### src/rtl/apb_req_scheduler_pkg.sv
// Shared types and constants for the APB request scheduler.
// Supplies default data width and slave count when definitions.sv has not
// already defined them.
`ifndef WIDTH
`define WIDTH 32
`endif
`ifndef SLAVES
`define SLAVES 4
`endif

package apb_req_scheduler_pkg;

    typedef enum logic [1:0] {
        IDLE,
        SETUP,
        ACCESS,
        DERR
    } sched_state_t;

    // Slave-index field in the address, plus the width of the field above it
    // that must be zero for the address to decode.
    localparam int DEC_LSB       = 12;
    localparam int DEC_BITS      = 2;
    localparam int DEC_ZERO_BITS = 4;

    // Starting last_owner at the highest index means requester 0 wins first.
    function automatic int last_owner_reset(input int nreq);
        return nreq - 1;
    endfunction

endpackage

### src/rtl/apb_req_scheduler_rr_arbiter.sv
// Combinational round-robin picker: the first eligible requester after
// last_owner, in ascending index order with wrap-around.
module rr_arbiter #(
    parameter int NREQ  = 3,
    parameter int IDX_W = $clog2(NREQ)
) (
    input  logic [NREQ-1:0]  req,
    input  logic [NREQ-1:0]  mask,
    input  logic [IDX_W-1:0] last_owner,
    output logic [NREQ-1:0]  gnt,
    output logic [IDX_W-1:0] gnt_idx,
    output logic             any
);

    logic [NREQ-1:0]  eligible;
    logic [IDX_W-1:0] cand;

    // Scan from the requester after last_owner and take the first one not masked.
    always_comb begin
        eligible = req & ~mask;
        gnt      = '0;
        gnt_idx  = '0;
        any      = 1'b0;
        cand     = '0;
        for (int k = 1; k <= NREQ; k++) begin
            cand = IDX_W'((int'(last_owner) + k) % NREQ);
            if (!any && eligible[cand]) begin
                any       = 1'b1;
                gnt[cand] = 1'b1;
                gnt_idx   = cand;
            end
        end
    end

endmodule

### src/rtl/apb_req_scheduler.sv
// Round-robin scheduler sharing one APB master port among NREQ requesters.
// Optional feature: define APB_TIMEOUT_EN to abort transfers whose ACCESS
// phase waits TIMEOUT_CYCLES cycles on PREADY.
`ifndef WIDTH
`define WIDTH 32
`endif
`ifndef SLAVES
`define SLAVES 4
`endif

module apb_req_scheduler #(
    parameter int NREQ           = 3,
    parameter int WIDTH          = `WIDTH,
    parameter int SLAVES         = `SLAVES,
    parameter int DEC_LSB        = apb_req_scheduler_pkg::DEC_LSB,
    parameter int TIMEOUT_CYCLES = 16
) (
    input  logic                    HCLK,
    input  logic                    HRESETn,
    input  logic [NREQ-1:0]         req,
    input  logic [NREQ-1:0]         req_write,
    input  logic [NREQ*32-1:0]      req_addr,
    input  logic [NREQ*WIDTH-1:0]   req_wdata,
    output logic [NREQ-1:0]         grant,
    output logic [NREQ-1:0]         done,
    output logic                    rsp_err,
    output logic [WIDTH-1:0]        rsp_rdata,
    output logic [WIDTH-1:0]        PADDR,
    output logic [WIDTH-1:0]        PWDATA,
    output logic                    PWRITE,
    output logic                    PENABLE,
    output logic [SLAVES-1:0]       PSEL,
    input  logic [WIDTH-1:0]        PRDATA,
    input  logic                    PREADY,
    input  logic                    PSLVERR
);

    import apb_req_scheduler_pkg::*;

    localparam int IDX_W = $clog2(NREQ);

    // The wait counter is 8 bits wide, so the limit has to fit in it.
    if (TIMEOUT_CYCLES < 1 || TIMEOUT_CYCLES > 255) begin : g_bad_timeout
        $error("TIMEOUT_CYCLES must be in 1..255");
    end

    sched_state_t      state, nxt_state;
    logic [IDX_W-1:0]  owner_idx, nxt_owner_idx;
    logic [IDX_W-1:0]  last_owner, nxt_last_owner;
    logic [NREQ-1:0]   nxt_grant, nxt_done;
    logic              nxt_rsp_err;
    logic [WIDTH-1:0]  nxt_rsp_rdata, nxt_paddr, nxt_pwdata;
    logic              nxt_pwrite, nxt_penable;
    logic [SLAVES-1:0] nxt_psel;

    logic [NREQ-1:0]   arb_mask, arb_gnt;
    logic [IDX_W-1:0]  arb_last, arb_idx;
    logic              arb_any;
    logic              capture;

    logic [31:0]         sel_addr;
    logic [DEC_BITS-1:0] dec_idx;
    logic                dec_err;

`ifdef APB_TIMEOUT_EN
    localparam logic [7:0] TMO_LIMIT = 8'(TIMEOUT_CYCLES);
    logic [7:0] tcount, nxt_tcount;
`endif

    // In the completion cycle the current owner is masked and the search starts after it.
    always_comb begin
        arb_mask = '0;
        arb_last = last_owner;
        if (state == ACCESS) begin
            arb_mask = grant;
            arb_last = owner_idx;
        end
    end

    rr_arbiter #(.NREQ(NREQ)) u_rr_arbiter (
        .req        (req),
        .mask       (arb_mask),
        .last_owner (arb_last),
        .gnt        (arb_gnt),
        .gnt_idx    (arb_idx),
        .any        (arb_any)
    );

    // Decode the slave targeted by whichever requester the arbiter is offering.
    always_comb begin
        sel_addr = req_addr[32*arb_idx +: 32];
        dec_idx  = sel_addr[DEC_LSB +: DEC_BITS];
        dec_err  = (32'(dec_idx) >= SLAVES) ||
                   (sel_addr[DEC_LSB+DEC_BITS +: DEC_ZERO_BITS] != '0);
    end

    // Next-state and next-output logic; every output is registered from these values.
    always_comb begin
        nxt_state      = state;
        nxt_owner_idx  = owner_idx;
        nxt_last_owner = last_owner;
        nxt_grant      = grant;
        nxt_done       = '0;
        nxt_rsp_err    = 1'b0;
        nxt_rsp_rdata  = '0;
        nxt_paddr      = PADDR;
        nxt_pwdata     = PWDATA;
        nxt_pwrite     = PWRITE;
        nxt_penable    = 1'b0;
        nxt_psel       = '0;
        capture        = 1'b0;
`ifdef APB_TIMEOUT_EN
        nxt_tcount     = tcount;
`endif
        unique case (state)
            IDLE: begin
                capture = arb_any;
            end
            SETUP: begin
                nxt_psel    = PSEL;
                nxt_penable = 1'b1;
                nxt_state   = ACCESS;
`ifdef APB_TIMEOUT_EN
                nxt_tcount  = '0;
`endif
            end
            ACCESS: begin
                nxt_psel    = PSEL;
                nxt_penable = 1'b1;
                if (PREADY) begin
                    nxt_done       = grant;
                    nxt_rsp_err    = PSLVERR;
                    nxt_rsp_rdata  = PWRITE ? '0 : PRDATA;
                    nxt_last_owner = owner_idx;
                    nxt_grant      = '0;
                    nxt_psel       = '0;
                    nxt_penable    = 1'b0;
                    nxt_state      = IDLE;
                    capture        = arb_any;
                end
`ifdef APB_TIMEOUT_EN
                else if (tcount == TMO_LIMIT) begin
                    nxt_done       = grant;
                    nxt_rsp_err    = 1'b1;
                    nxt_last_owner = owner_idx;
                    nxt_grant      = '0;
                    nxt_psel       = '0;
                    nxt_penable    = 1'b0;
                    nxt_state      = IDLE;
                end else begin
                    nxt_tcount = tcount + 8'd1;
                end
`endif
            end
            DERR: begin
                nxt_done       = grant;
                nxt_rsp_err    = 1'b1;
                nxt_last_owner = owner_idx;
                nxt_grant      = '0;
                nxt_state      = IDLE;
            end
            default: begin
                nxt_state = IDLE;
            end
        endcase

        if (capture) begin
            nxt_grant     = arb_gnt;
            nxt_owner_idx = arb_idx;
            if (dec_err) begin
                nxt_state = DERR;
            end else begin
                nxt_state   = SETUP;
                nxt_psel    = SLAVES'(1) << dec_idx;
                nxt_penable = 1'b0;
                nxt_paddr   = WIDTH'(sel_addr);
                nxt_pwdata  = req_wdata[WIDTH*arb_idx +: WIDTH];
                nxt_pwrite  = req_write[arb_idx];
            end
        end
    end

    // State and output registers; reset drops any transfer in flight.
    always_ff @(posedge HCLK or negedge HRESETn) begin
        if (!HRESETn) begin
            state      <= IDLE;
            owner_idx  <= '0;
            last_owner <= IDX_W'(last_owner_reset(NREQ));
            grant      <= '0;
            done       <= '0;
            rsp_err    <= 1'b0;
            rsp_rdata  <= '0;
            PADDR      <= '0;
            PWDATA     <= '0;
            PWRITE     <= 1'b0;
            PENABLE    <= 1'b0;
            PSEL       <= '0;
`ifdef APB_TIMEOUT_EN
            tcount     <= '0;
`endif
        end else begin
            state      <= nxt_state;
            owner_idx  <= nxt_owner_idx;
            last_owner <= nxt_last_owner;
            grant      <= nxt_grant;
            done       <= nxt_done;
            rsp_err    <= nxt_rsp_err;
            rsp_rdata  <= nxt_rsp_rdata;
            PADDR      <= nxt_paddr;
            PWDATA     <= nxt_pwdata;
            PWRITE     <= nxt_pwrite;
            PENABLE    <= nxt_penable;
            PSEL       <= nxt_psel;
`ifdef APB_TIMEOUT_EN
            tcount     <= nxt_tcount;
`endif
        end
    end

endmodule

### config.mk
export PLATFORM = sky130hd
export DESIGN_NAME = apb_req_scheduler
export DESIGN_NICKNAME = d
export VERILOG_FILES = /design/src/rtl/apb_req_scheduler_pkg.sv /design/src/rtl/apb_req_scheduler_rr_arbiter.sv /design/src/rtl/apb_req_scheduler.sv
export SDC_FILE = /design/constraint.sdc
export NUM_CORES = 1
export LEC_CHECK = 0
export CAP_MARGIN = 20
export CORE_MARGIN = 5
export CORE_UTILIZATION = 39
export CTS_CLUSTER_SIZE = 14
export DETAILED_ROUTE_END_ITERATION = 7
export GPL_ROUTABILITY_DRIVEN = 0
export MAX_ROUTING_LAYER = met4
export PLACE_DENSITY = 0.92
export SYNTH_ARGS = -nofsm -noshare
export SYNTH_HDL_FRONTEND = slang
export SYNTH_HIERARCHICAL = 1
export SYNTH_SLANG_ARGS = --single-unit
### constraint.sdc
create_clock -name HCLK -period 5 [get_ports HCLK]
set_input_delay 1.5 -clock HCLK [delete_from_list [all_inputs] [get_ports HCLK]]
set_output_delay 1.5 -clock HCLK [all_outputs]
set_load 0.05 [all_outputs]
==> results of run 1 <==
==> logic make-up after synthesis <==
| logic type | after synthesis |
|---|---|
| buffers and inverters | 39 |
| AO/OA/AOI/OAI | 92 |
| AND/OR/NAND/NOR | 146 |
| adder cells (fa/ha/maj) | 9 |
| multiplexers | 134 |
| flip-flops | 115 |
==> placed cells by master (no fill, tap or decap), types with 8 or more instances in the layout <==
| cell type | synthesis | layout |
|---|---|---|
| sky130_fd_sc_hd__nor2b_1 | 9 | 8 |
| sky130_fd_sc_hd__nand2_1 | 73 | 73 |
| sky130_fd_sc_hd__clkbuf_16 | 0 | 17 |
| sky130_fd_sc_hd__ha_1 | 9 | 9 |
| sky130_fd_sc_hd__clkdlybuf4s50_1 | 0 | 341 |
| sky130_fd_sc_hd__o21ai_0 | 64 | 64 |
| sky130_fd_sc_hd__mux2i_1 | 66 | 65 |
| sky130_fd_sc_hd__dfrtp_1 | 114 | 114 |
| sky130_fd_sc_hd__buf_4 | 1 | 9 |
| sky130_fd_sc_hd__mux2_2 | 67 | 67 |
| sky130_fd_sc_hd__and2_1 | 36 | 36 |
==> cell usage after synthesis, drive strengths merged (2+ instances only) <==
library cell	count	area share, %
and4bb	3	0.70
nand3	2	0.17
nor4b	2	0.40
clkbuf	15	0.95
and2	36	3.8
nor2	6	0.38
a22oi	2	0.25
nand2b	5	0.53
nor4	3	0.32
o2bb2ai	4	0.59
o21ai	66	5.6
a22o	4	0.59
nor2b	9	0.95
a21oi	6	0.70
o22ai	3	0.32
buf	17	2.2
nor3	3	0.34
o21a	2	0.25
mux2	68	13
nand2	73	4.6
dfrtp	114	48
ha	9	1.9
inv	7	0.44
mux2i	66	11
==> metal layers <==
| metal | vias up | track usage [%] | part of all wire (%) |
|---|---|---|---|
| li1 | 2545 | - | - |
| met1 | 2569 | 25.1 | 38 |
| met2 | 288 | 39.3 | 50 |
| met3 | 44 | 7.89 | 9.4 |
| met4 | 0 | 6.97 | 2.3 |
| met5 | - | - | 0 |
==> worst max-delay path, delay by kind of cell, from the launching register on <==
| family | cells | cell delay [ns] |
|---|---|---|
| flip-flops | 1 | 0.42 |
| AO/OA/AOI/OAI | 3 | 0.62 |
| multiplexers | 3 | 0.94 |
| buffers and inverters | 3 | 0.52 |
| AND/OR/NAND/NOR | 3 | 0.95 |
| adder cells (fa/ha/maj) | 2 | 0.69 |
==> power by group <==
group | leakage (nW) | switching (mW) | internal (mW)
Combinational | 2.46 | 2.82 | 1.85
Sequential | 1.49 | 0.166 | 1.25
Clock | 0.305 | 0.425 | 0.873
Total | 4.26 | 3.41 | 3.97
==> sequential cells by signal, summed over array words and instances (netlist names) <==
| name | cells |
|---|---|
| PENABLE | 1 |
| PADDR | 32 |
| PWDATA | 32 |
| owner_idx | 2 |
| done | 3 |
| grant | 3 |
| rsp_err | 1 |
| PWRITE | 1 |
| rsp_rdata | 32 |
| state | 2 |
| last_owner | 2 |
| PSEL | 4 |
==> worst min-delay path by stage <==
stage | start | endpoint | slack (ns) | cells after the start
floorplan | owner_idx[0]$_DFFE_PN0P_ | owner_idx[0]$_DFFE_PN0P_ | 0.46 | 2
global placement | owner_idx[1]$_DFFE_PN0P_ | owner_idx[1]$_DFFE_PN0P_ | 0.48 | 2
detailed placement | PADDR[17]$_DFFE_PN0P_ | PADDR[17]$_DFFE_PN0P_ | 0.49 | 1
CTS | owner_idx[1]$_DFFE_PN0P_ | owner_idx[1]$_DFFE_PN0P_ | 0.50 | 2
global route | PADDR[19]$_DFFE_PN0P_ | PADDR[19]$_DFFE_PN0P_ | 0.52 | 1
finish | owner_idx[1]$_DFFE_PN0P_ | owner_idx[1]$_DFFE_PN0P_ | 0.50 | 2
==> per-stage QoR <==
step / hold slack [ns] / cell area, um2 / instances
finish: 0.501 / 10200 / 1076
floorplan: 0.458 / 5930 / 535
global placement: 0.481 / 9530 / 1043
detailed placement: 0.488 / 9530 / 1043
global route: 0.516 / 10200 / 1076
CTS: 0.503 / 10200 / 1074
==> area by class of cell <==
class                           instances  area share [%]
Tap cell                              188            2.30
Clock inverter                         11            1.74
Sequential cell                       115            28.2
Clock buffer                           20            4.57
Inverter                                7           0.257
Multi-Input combinational cell        381            28.1
Timing Repair Buffer                  353            34.8
Antenna cell                            1          0.0245
==> run summary, run 1 <==
In the final layout, flip-flops and latches occupy 0.00288 mm2. Dividing the detail-routed via count by the number of cells gives 5.06. Dividing total power by cell area gives a power density of 723 mW/mm2. For this block, the initial DRC count from the detailed router was 174.

Setup repair after global routing left no endpoint under its margin. The run gives 0 as the post-CTS resize count. The number of setup violations in the final report is 0. The clock latency reported for the late side of the worst-skew pair was 0.41 ns; the number of hold-repair buffers added at the cts stage was 0. No sink is reached through more buffers than the 2 on the longest clock path. The number of cells on the worst reg-to-reg path is 14. The tools report the final sum of negative setup slack as 0 ns. The tools report the number of global-route vias before repair as 5855. For the initial antenna violation count, the log shows 1. The area overhead of the layout relative to synthesis works out to 72.3%. Before CTS, the worst setup slack after placement is 0.376 ns. The total wire length is 20.3 mm, and the synthesized-area fraction occupied by adder cells is 1.90%. Iteration count of the initial detailed-routing pass: 5. The signal on the critical path passes through inv_1 > ha_1 > mux2_2 > inv_1 > ha_1 > nor4b_2 > nor2_1 > a21oi_1 > mux2i_4 > nor4_1 > a22oi_1 > a21oi_4 > buf_12 > mux2_2. Cells fill 67.9% of the core in the end.

The largest net degree at the start of global routing was 81; the cell area after technology mapping was 0.00593 mm2. The number of nets handed over by synthesis was 778. The run gives 1118 as the net count reported at finish. The reg-to-reg startpoint was state[0]$_DFFE_PN0P_. Setup slack on the worst reg-to-reg path comes out at 0.63 ns. The flow ran to the end, and the final reports show no timing, DRC or antenna violations. Timing would allow up to 229 MHz. The detailed placer's ending HPWL was 15.5 mm; the share of async-settable or async-resettable flops after synthesis was 100%. Data arrives at the worst endpoint at 4.65 ns. After clock tree synthesis, the clock-pin slew on the worst setup and hold paths is 0.05 ns.

The count of different cell masters after synthesis was 44. The synthesized netlist devotes 9.04% of its cell area to compound gates. The final worst clock skew is 0.00973 ns, and the pin slew with the least headroom to its limit is 0.581 ns. The most used flip-flop cell after synthesis is sky130_fd_sc_hd__dfrtp_1. The multiplexer share of the synthesized area is 24.1%, and the die outline area is 0.0178 mm2. The critical path starts at state[0]$_DFFE_PN0P_.

A synthesized cell averages 11.1 um2. Global routing used 22.9% of the available tracks. Across the VDD grid, the largest voltage drop is 0.452 mV. The run gives 0.0150 mm2 as the standard cell core area. The number of enable flip-flop cells after synthesis is 0. The first global-routing pass estimated 30.9 mm of wire. The number of I/O port buffers is 342.

The tree is rooted in a sky130_fd_sc_hd__clkbuf_16. The worst setup path is launched from a register. Counting every sink on the clock net gives 115.

For this run, design rule violations remaining after detail routing come to 0. The capturing point of the worst reg2reg path was PWDATA[0]$_DFFE_PN0P_. The capturing element of the worst setup path was PWDATA[0]$_DFFE_PN0P_. Sequential fraction of the synthesis area: 48.6%. The run gives 1091 as the layout filler cell count. The critical path in this run is classified as reg2reg. TritonCTS built the clock tree.

The final routed wire length divided by cell count is 18.8 um. The worst pin sits at a relative slew slack of 60.8%. The Yosys step of the flow raised 6 warnings.

The x dimension of the die came out at 133 um. The area taken by multi-input logic gates is 0.00287 mm2, and the detailed-route via count is 5446. The cell row count is 45, and the max-slew violation count is 0. The number of endpoints with negative hold slack in the final report came out at 0.

Global routing finished with a remaining overflow of 0. Summing internal, switching and leakage power gives 7.38 mW. The H-tree generated during clock tree synthesis spans 4 levels. For the worst setup path, the data required time is 5.28 ns.

After Yosys synthesis, XOR and XNOR cells account for 0% of the synthesized area. The leakage component of the power is 4.26 nW, and the ratio of final minimum period to clock period is 87.4%. By area, the combinational part of the netlist is dominated by multiplexers. For the cell count after synthesis, the log shows 535. Clock tree synthesis inserted a total of 17 buffers. Post-CTS timing repair inserted 0 buffers for setup. 343 I/O pins were placed.

For the count of antenna-violating nets left after detailed routing, the log shows 0. The tools report the initial core utilization as 39.4%. Slowest cell on the critical path: sky130_fd_sc_hd__nor4b_2. The tool flagged a number of max-cap violations equal to 0.

The biggest cell delay along the critical path was 0.50 ns; the fraction of final layout cells sized beyond drive strength 1 was 13.8%. The path type of the worst min-delay path is reg2reg. The floorplan step set the die height to 133 um. Share of synthesized cell area in and, or, nand and nor gates: 12.7%. Synthesis inferred 115 register bits. Of all nets on the critical path, the largest fanout is 71. The worst setup path is captured at a register.

Counting I/O delays and the setup requirement, the final critical path takes 4.37 ns. For the least setup slack across all paths after layout, the log shows 0.630 ns.
Note: power is estimated with default switching activity, not from simulation.
==> run 2: changes to the inputs <==
ABC_AREA = 1   (was unset)
CORE_UTILIZATION = 40   (was 39)
PLACE_DENSITY = 0.93   (was 0.92)
SETUP_SLACK_MARGIN = 0.3   (was unset)
clock period = 5.1 ns   (was 5 ns; I/O delays follow)
==> run 2 against run 1 <==
  * Setup slack gained 0.53 ns
  * Power is 17% higher
  * Hold slack got worse by 0.021 ns
  * Combinational power grew 28%
  * Register-to-register slack improved by 0.53 ns
  * Sequential share of layout area decreased by 0.23 points
  * Die area grew 0.50%
  * Clock-buffer cell count fell by 1
  * Via count is 24% higher
  * Wire length rose by 13%
  * Critical endpoint is now PWDATA[14]$_DFFE_PN0P_
  * Largest power group unchanged
  * Highest routed layer unchanged
==> run summary, run 2 <==
The peak supply drop was 0.542 mV (was 0.452 mV). The x dimension of the die was 134 um (was 133 um). The run gives 45 (unchanged) as the cell row count. The tools report the endpoint type of the worst setup path as a register (unchanged). The kind of critical path was reg2reg (unchanged). The number of enable flip-flop cells after synthesis is 0 (unchanged). The number of storage elements in the synthesis netlist works out to 115 (unchanged). The area overhead of the layout relative to synthesis is 68.4% (was 72.3%).

The share of async-settable or async-resettable flops after synthesis was 100% (unchanged). Share of Yosys cell area claimed by the top area cell type: 46.7% (was 48.1%). Commonest non-fill, non-tap cells in the layout: sky130_fd_sc_hd__clkdlybuf4s50_1, sky130_fd_sc_hd__nand2_1, sky130_fd_sc_hd__dfrtp_1, sky130_fd_sc_hd__nor2_1, sky130_fd_sc_hd__o21ai_0 (was sky130_fd_sc_hd__clkdlybuf4s50_1, sky130_fd_sc_hd__dfrtp_1, sky130_fd_sc_hd__nand2_1, sky130_fd_sc_hd__mux2_2, sky130_fd_sc_hd__mux2i_1).

The met3 wire length came out at 2.20 mm (was 1.91 mm). The number of cells on the worst reg-to-reg path works out to 22 (was 14). The net count reported at finish was 1335 (was 1118). The least setup slack across all paths after layout came out at 1.16 ns (was 0.630 ns).

The total power draw is 8.64 mW (was 7.38 mW), and the number of endpoints with negative hold slack in the final report is 0 (unchanged). The cell with the most instances after synthesis is sky130_fd_sc_hd__nand2_1 (was sky130_fd_sc_hd__dfrtp_1). The logs give 6 (unchanged) for the number of warnings printed during yosys synthesis and 0 (unchanged) for the number of hold-repair buffers added at the cts stage. For the final instance area, the log shows 0.0103 mm2 (was 0.0102 mm2). The total number of clock tree sinks came out at 115 (unchanged). Internal power: 4.14 mW (was 3.97 mW).

The capturing point of the worst reg2reg path was PWDATA[14]$_DFFE_PN0P_ (was PWDATA[0]$_DFFE_PN0P_). The maximum clock rate is 254 MHz (was 229 MHz). Total nets after synthesis: 1016 (was 778). The headroom to the max-slew limit was 61.3% (was 60.8%); the clock network fraction of total power was 15.3% (was 17.6%).

For the standard cell core area, the log shows 0.0151 mm2 (was 0.0150 mm2). The detailed-route via count was 6730 (was 5446). The layout filler cell count was 1177 (was 1091); the number of CTS-inserted buffers was 17 (unchanged).

The clock-pin slew on the worst setup and hold paths works out to 0.06 ns (was 0.05 ns). The run gives 68.2% (was 67.9%) as the final standard cell utilization of the core. The sequential cell fraction of total power is 15.8% (was 19.2%), and the placement-stage worst setup slack is 0.790 ns (was 0.376 ns). The startpoint of the tightest hold check path is PADDR[20]$_DFFE_PN0P_ (was owner_idx[1]$_DFFE_PN0P_). The logs give 343 (unchanged) for the number of placed I/O pins and 4 (unchanged) for the count of H-tree levels built during CTS.

The worst reg-to-reg setup slack is 1.16 ns (was 0.63 ns), and the number of buffers inserted by post-CTS setup repair is 0 (unchanged). The switching power total was 4.51 mW (was 3.41 mW); the met1 routed wirelength after detailed routing was 8.57 mm (was 7.68 mm). The number of design rule violations left after detail routing was 0 (unchanged). The commonest register cell after synthesis is sky130_fd_sc_hd__dfrtp_1 (unchanged). The run gives 2 (unchanged) as the number of buffers on the longest clock path.

The run gives 22.8 mm (was 20.3 mm) as the total wire length. End point of the most critical hold path: PADDR[20]$_DFFE_PN0P_ (was owner_idx[1]$_DFFE_PN0P_). The run gives 5 (unchanged) as the iteration count of the initial detailed-routing pass.

The count of different cell masters after synthesis is 28 (was 44). The type of origin of the critical path is a register (unchanged). Sequential fraction of the synthesis area: 47.1% (was 48.6%).

The clock latency reported for the late side of the worst-skew pair was 0.41 ns (about the same); the final sum of negative setup slack was 0 ns (unchanged). The tools report the fraction of power consumed by combinational cells as 68.9% (was 63.2%). The tools report the initial core utilization as 40.5% (was 39.4%).

The uppermost layer routed was met4 (unchanged). Synth area leaders: sky130_fd_sc_hd__dfrtp_1, sky130_fd_sc_hd__nand2_1, sky130_fd_sc_hd__o21ai_0 (was sky130_fd_sc_hd__dfrtp_1, sky130_fd_sc_hd__mux2_2, sky130_fd_sc_hd__mux2i_1). The cell count of the worst hold path came out at 2 (unchanged). The endpoint arrival time on the critical path was 4.26 ns (was 4.65 ns); the cell area after technology mapping was 0.00611 mm2 (was 0.00593 mm2). The mean cell area of the mapped netlist was 7.91 um2 (was 11.1 um2). Master cell of the clock root buffer: sky130_fd_sc_hd__clkbuf_16 (unchanged). Top post-synthesis cells by count: sky130_fd_sc_hd__nand2_1, sky130_fd_sc_hd__dfrtp_1, sky130_fd_sc_hd__nor2_1, sky130_fd_sc_hd__o21ai_0, sky130_fd_sc_hd__nand3_1 (was sky130_fd_sc_hd__dfrtp_1, sky130_fd_sc_hd__nand2_1, sky130_fd_sc_hd__mux2_2). The flow ran to the end, and the final reports show no timing, DRC or antenna violations. TritonCTS built the clock tree.

The commonest non-fill, non-tap cell in the layout is sky130_fd_sc_hd__clkdlybuf4s50_1 (unchanged). The die outline area was 0.0178 mm2 (about the same). The path type of the worst min-delay path was reg2reg (unchanged). The logs give 70 (was 81) for the largest net degree at the start of global routing and 0.00814 ns (was 0.00973 ns) for the final worst clock skew. The tools report the reg-to-reg startpoint as state[0]$_DFFE_PN0P_ (unchanged). Leakage component of the power: 4.48 nW (was 4.26 nW). The via density per instance was 5.19 (was 5.06). The number of I/O port buffers is 342 (unchanged), and the initial antenna violation count is 3 (was 1). The number of setup violations in the final report was 0 (unchanged). The number of global-route vias before repair is 6637 (was 5855), and the proportion of total power due to net switching is 52.1% (was 46.2%).

The maximum fanout along the worst path came out at 58 (was 71). The max-slew violation count was 0 (unchanged). Setup repair after global routing left no endpoint under its margin. Biggest area consumer among synthesized cells: sky130_fd_sc_hd__dfrtp_1 (unchanged).

The tools report the required time at the endpoint of the critical path as 5.41 ns (was 5.28 ns). The ratio of final minimum period to clock period works out to 77.3% (was 87.4%). The run gives 0 (unchanged) as the remaining global-route overflow. The power density normalized to cell area is 840 mW/mm2 (was 723 mW/mm2), and the global-route wire length before repair is 34.7 mm (was 30.9 mm). The run gives 477 (was 174) as the number of design-rule violations left by the first detailed-router iteration. Registers with the most flip-flops: PADDR x32, PWDATA x32, rsp_rdata x32 (unchanged). The vertical extent of the die is 134 um (was 133 um). The number of max-cap violations came out at 0 (unchanged).

The count of antenna-violating nets left after detailed routing was 0 (unchanged). The met2 wire length came out at 11.3 mm (was 10.2 mm). The global routing usage summed across all routing layers was 25.6% (was 22.9%). The total placed instance area came out at 0.00962 mm2 (was 0.00953 mm2).

The pin slew with the least headroom to its limit was 0.581 ns (about the same); the fraction of final layout cells sized beyond drive strength 1 was 6.88% (was 13.8%). The tools report the cell count after synthesis as 773 (was 535). The final routed wire length divided by cell count is 17.6 um (was 18.8 um), and the post-route minimum period is 3.94 ns (was 4.37 ns). The detailed placer's ending HPWL came out at 17.2 mm (was 15.5 mm). The tools report the post-CTS resize count as 0 (unchanged).
run 2: worst max path at each step:
stage | from | endpoint | slack (ns) | depth (start not counted)
2_1_floorplan | req[2] | PADDR[19]$_DFFE_PN0P_ | 1.89 | 18
3_3_place_gp | req[2] | PWDATA[31]$_DFFE_PN0P_ | 0.86 | 15
3_5_place_dp | req[2] | PWDATA[4]$_DFFE_PN0P_ | 0.79 | 15
4_1_cts | state[0]$_DFFE_PN0P_ | PWDATA[14]$_DFFE_PN0P_ | 1.20 | 22
5_1_grt | state[0]$_DFFE_PN0P_ | PADDR[29]$_DFFE_PN0P_ | 0.84 | 19
6_report | state[0]$_DFFE_PN0P_ | PWDATA[14]$_DFFE_PN0P_ | 1.16 | 22
run 2: per-layer routing:
layer  GRT usage (%)  up-vias
met3            8.61       55
met2            42.2      321
met5               -        -
met4            11.0        0
met1            28.5     3150
li1                -     3204
run 2: critical path, cell delays in order, from the launching register on:
cell,delay (ns)
sky130_fd_sc_hd__dfrtp_1,0.37
sky130_fd_sc_hd__inv_1,0.10
sky130_fd_sc_hd__ha_1,0.27
sky130_fd_sc_hd__o21ai_0,0.34
sky130_fd_sc_hd__inv_1,0.12
sky130_fd_sc_hd__ha_1,0.45
sky130_fd_sc_hd__inv_2,0.10
sky130_fd_sc_hd__nand3_2,0.08
sky130_fd_sc_hd__nand3_2,0.09
sky130_fd_sc_hd__nand2_4,0.11
sky130_fd_sc_hd__inv_2,0.05
sky130_fd_sc_hd__nand2_1,0.08
sky130_fd_sc_hd__nand3_2,0.33
sky130_fd_sc_hd__inv_4,0.17
sky130_fd_sc_hd__nor2_1,0.05
sky130_fd_sc_hd__nand3_1,0.05
sky130_fd_sc_hd__nand2_1,0.06
sky130_fd_sc_hd__inv_2,0.06
sky130_fd_sc_hd__nand2_4,0.09
sky130_fd_sc_hd__nand2_4,0.09
sky130_fd_sc_hd__buf_4,0.47
sky130_fd_sc_hd__nand2_1,0.12
sky130_fd_sc_hd__o21ai_1,0.15
run 2: kinds of logic after synthesis:
logic type                 after synthesis  synth area share (%)
DFF                                    115                  47.1
and+or+nand+nor                        352                  24.5
adders and majority gates                9                  1.84
AOI/OAI and AO/OA                      202                  19.8
buffers and inverters                   95                  6.74
run 2: power by group through the flow:
stage          clock network [mW]  registers [mW]  logic, mW
2_1_floorplan                   0            2.27       3.45
3_3_place_gp                    0            1.36       5.78
3_5_place_dp                    0            1.37       5.93
4_1_cts                      1.34            1.36       5.97
5_1_grt                      1.39            1.40       6.49
6_report                     1.32            1.36       5.96
run 2: cell type report:
cell class	instances	area, um2	area share (%)
Multi-Input combinational cell	563	2830	27.5
Tap cell	188	235	2.29
Clock inverter	13	205	1.99
Clock buffer	19	453	4.40
Timing Repair Buffer	354	3520	34.2
Inverter	41	159	1.54
Antenna cell	3	7.51	0.0730
Sequential cell	115	2880	28.0
run 2: metrics by stage:
step,hold slack (ns),instances
after floorplan,0.469,773
after global placement,0.464,1261
after detailed placement,0.472,1261
after CTS,0.486,1293
after global routing,0.496,1296
final,0.480,1296
==> run 3: changes to the inputs <==
CORE_UTILIZATION = 39   (was 40)
PLACE_DENSITY = 0.91   (was 0.93)
clock period = 3.8 ns   (was 5.1 ns; I/O delays follow)
==> run 3 against run 2 <==
  * Power increased by 37%
  * Non-clock buffer count increased by 5
  * Via count decreased by 1.2%
  * First-iteration DRC count decreased by 44%
  * Maximum frequency increased by 21%
==> run summary, run 3 (synthesis results as in run 2) <==
The net count reported at finish came out at 1340 (was 1335). The peak supply drop came out at 0.820 mV (was 0.542 mV). The pin slew with the least headroom to its limit works out to 0.973 ns (was 0.581 ns).

Master cell of the clock root buffer: sky130_fd_sc_hd__clkbuf_16 (unchanged). The x dimension of the die is 135 um (was 134 um), and the detailed-route via count is 6648 (was 6730). The storage element area is 0.00288 mm2 (unchanged). The number of buffers inserted by post-CTS setup repair is 0 (unchanged), and the number of I/O port buffers is 342 (unchanged). The initial core utilization was 40.0% (was 40.5%); the required time at the endpoint of the critical path was 4.07 ns (was 5.41 ns). The final sum of negative setup slack came out at 0 ns (unchanged).

The number of design rule violations left after detail routing is 0 (unchanged), and the global routing met1 resource utilization is 27.3% (was 28.5%). Total wire length: 23.4 mm (was 22.8 mm). The logs give 6667 (was 6637) for the number of global-route vias before repair and 4 (unchanged) for the count of H-tree levels built during CTS. Path type of the worst min-delay path: reg2reg (unchanged). The logs give 34.7 mm (about the same) for the global-route wire length before repair and 0.0153 mm2 (was 0.0151 mm2) for the standard cell core area.

The ratio of final minimum period to clock period works out to 85.4% (was 77.3%). The logs give 115 (unchanged) for the total number of clock tree sinks and 343 (unchanged) for the number of placed I/O pins. Commonest non-fill, non-tap cells in the layout: sky130_fd_sc_hd__clkdlybuf4s50_1, sky130_fd_sc_hd__nand2_1, sky130_fd_sc_hd__dfrtp_1, sky130_fd_sc_hd__nor2_1, sky130_fd_sc_hd__o21ai_0 (unchanged). The headroom to the max-slew limit was 35.1% (was 61.3%); the number of design-rule violations left by the first detailed-router iteration was 268 (was 477).

The fraction of final layout cells sized beyond drive strength 1 is 7.57% (was 6.88%), and the number of hold-repair buffers added at the cts stage is 0 (unchanged). TritonCTS built the clock tree. The final standard cell utilization of the core was 68.0% (was 68.2%); the leakage component of the power was 4.50 nW (was 4.48 nW). The logs give 0 (unchanged) for the max-slew violation count and 0.0104 mm2 (was 0.0103 mm2) for the final instance area. The run gives 0.174 ns (was 0.790 ns) as the placement-stage worst setup slack.

Type of origin of the critical path: a register (unchanged). The run gives 0 (unchanged) as the remaining global-route overflow. Setup repair after global routing left no endpoint under its margin. For the total placed instance area, the log shows 0.00975 mm2 (was 0.00962 mm2).

The post-CTS resize count was 2 (was 0). The number of setup violations in the final report came out at 0 (unchanged). The tools report the number of CTS-inserted buffers as 17 (unchanged). The endpoint type of the worst setup path was a register (unchanged). Die outline area: 0.0183 mm2 (was 0.0178 mm2).

The commonest non-fill, non-tap cell in the layout is sky130_fd_sc_hd__clkdlybuf4s50_1 (unchanged). Registers with the most flip-flops: PADDR x32, PWDATA x32, rsp_rdata x32 (unchanged). The number of instances in the placed design came out at 1289 (was 1261). The clock latency reported for the late side of the worst-skew pair was 0.41 ns (about the same); the power density normalized to cell area was 1140 mW/mm2 (was 840 mW/mm2). For the final worst clock skew, the log shows 0.00858 ns (was 0.00814 ns). For the layout filler cell count, the log shows 1208 (was 1177). Met2 layer usage reported by global route: 44.6% (was 42.2%). The vertical extent of the die was 135 um (was 134 um). The number of standard cells in the layout, taps in and fillers out is 1322 (was 1296).

The tools report the area taken by multi-input logic gates as 0.00285 mm2 (was 0.00283 mm2). Iteration count of the initial detailed-routing pass: 4 (was 5). The count of antenna-violating nets left after detailed routing was 0 (unchanged). The clock-pin slew on the worst setup and hold paths works out to 0.06 ns (about the same). The logs give 308 MHz (was 254 MHz) for the maximum clock rate and 1 (was 3) for the initial antenna violation count.

The post-route minimum period is 3.25 ns (was 3.94 ns), and the largest net degree at the start of global routing is 73 (was 70). The global routing usage summed across all routing layers is 25.3% (was 25.6%). For the endpoint arrival time on the critical path, the log shows 3.52 ns (was 4.26 ns). The final routed wire length divided by cell count was 17.7 um (was 17.6 um); the number of endpoints with negative hold slack in the final report was 0 (unchanged). Area overhead of the layout relative to synthesis: 69.9% (was 68.4%).

The flow ran to the end, and the final reports show no timing, DRC or antenna violations. The via density per instance was 5.03 (was 5.19); the number of max-cap violations was 0 (unchanged). The cell row count is 45 (unchanged), and the maximum fanout along the worst path is 57 (was 58).

The detailed placer's ending HPWL was 17.7 mm (was 17.2 mm); the least setup slack across all paths after layout was 0.554 ns (was 1.16 ns). The most heavily used metal layer in global routing is met2 (unchanged). The run gives 2 (unchanged) as the number of buffers on the longest clock path.

The global routing usage on met3 came out at 6.28% (was 8.61%). The kind of critical path was reg2reg (unchanged).
[run 3: changes by cell type in the layout (fill, tap and decap cells not counted), sizes merged]
cell,change
buf,+5
bufinv,-3
clkbuf,-1
clkinv,+2
clkinvlp,+1
diode,-2
inv,+1
[run 3: critical path, stage by stage (launching register included)]
cell	delay [ns]
sky130_fd_sc_hd__dfrtp_1	0.39
sky130_fd_sc_hd__inv_2	0.08
sky130_fd_sc_hd__ha_4	0.19
sky130_fd_sc_hd__o21ai_1	0.28
sky130_fd_sc_hd__inv_2	0.10
sky130_fd_sc_hd__ha_4	0.32
sky130_fd_sc_hd__inv_2	0.07
sky130_fd_sc_hd__nand3_2	0.06
sky130_fd_sc_hd__nand3_2	0.08
sky130_fd_sc_hd__nand2_4	0.10
sky130_fd_sc_hd__inv_2	0.06
sky130_fd_sc_hd__nand2_1	0.06
sky130_fd_sc_hd__nand2_1	0.07
sky130_fd_sc_hd__inv_1	0.07
sky130_fd_sc_hd__nand2_2	0.05
sky130_fd_sc_hd__nor2_1	0.11
sky130_fd_sc_hd__buf_4	0.14
sky130_fd_sc_hd__nand3_1	0.12
sky130_fd_sc_hd__nand2_1	0.12
sky130_fd_sc_hd__inv_2	0.05
sky130_fd_sc_hd__nand2_4	0.06
sky130_fd_sc_hd__nand2_4	0.08
sky130_fd_sc_hd__buf_16	0.19
sky130_fd_sc_hd__nand2_1	0.10
sky130_fd_sc_hd__o21ai_0	0.10
[run 3: final cells by class]
class / instances / area share (%)
timing repair buffer: 359 / 35.0
antenna: 1 / 0.0241
clock inverter: 14 / 1.47
clock buffer: 18 / 4.23
tap: 211 / 2.54
multi-input combinational: 563 / 27.5
sequential: 115 / 27.7
inverter: 41 / 1.52
[run 3: through the flow]
step	hold WS (ns)	power, mW
finish	0.481	11.8
floorplan	0.469	7.67
detailed placement	0.468	10.2
global placement	0.466	9.98
global route	0.504	12.7
CTS	0.483	11.8
[run 3: final timing paths]
check	start	to	slack (ns)	depth (start not counted)
hold reg to reg	PADDR[23]$_DFFE_PN0P_	PADDR[23]$_DFFE_PN0P_	0.48	2
setup / recovery	state[0]$_DFFE_PN0P_	PWDATA[19]$_DFFE_PN0P_	0.55	24
min in group asynchronous	HRESETn	PADDR[24]$_DFFE_PN0P_	0.86	1
setup reg to reg	state[0]$_DFFE_PN0P_	PWDATA[19]$_DFFE_PN0P_	0.55	24
max in group asynchronous	HRESETn	PADDR[16]$_DFFE_PN0P_	2.16	2
hold / removal	PADDR[23]$_DFFE_PN0P_	PADDR[23]$_DFFE_PN0P_	0.48	2
[run 3: layer usage]
| layer | wire length [um] | up-vias |
|---|---|---|
| met5 | 0 | - |
| met4 | 765 | 0 |
| met3 | 1800 | 48 |
| met2 | 12100 | 288 |
| met1 | 8720 | 3102 |
| li1 | - | 3210 |
[run 3: power by group]
| part | switching [mW] | internal, mW | total [mW] |
|---|---|---|---|
| clock network | 0.600 | 0.988 | 1.59 |
| logic | 5.41 | 3.00 | 8.41 |
| registers | 0.203 | 1.63 | 1.83 |
| total | 6.22 | 5.62 | 11.8 |
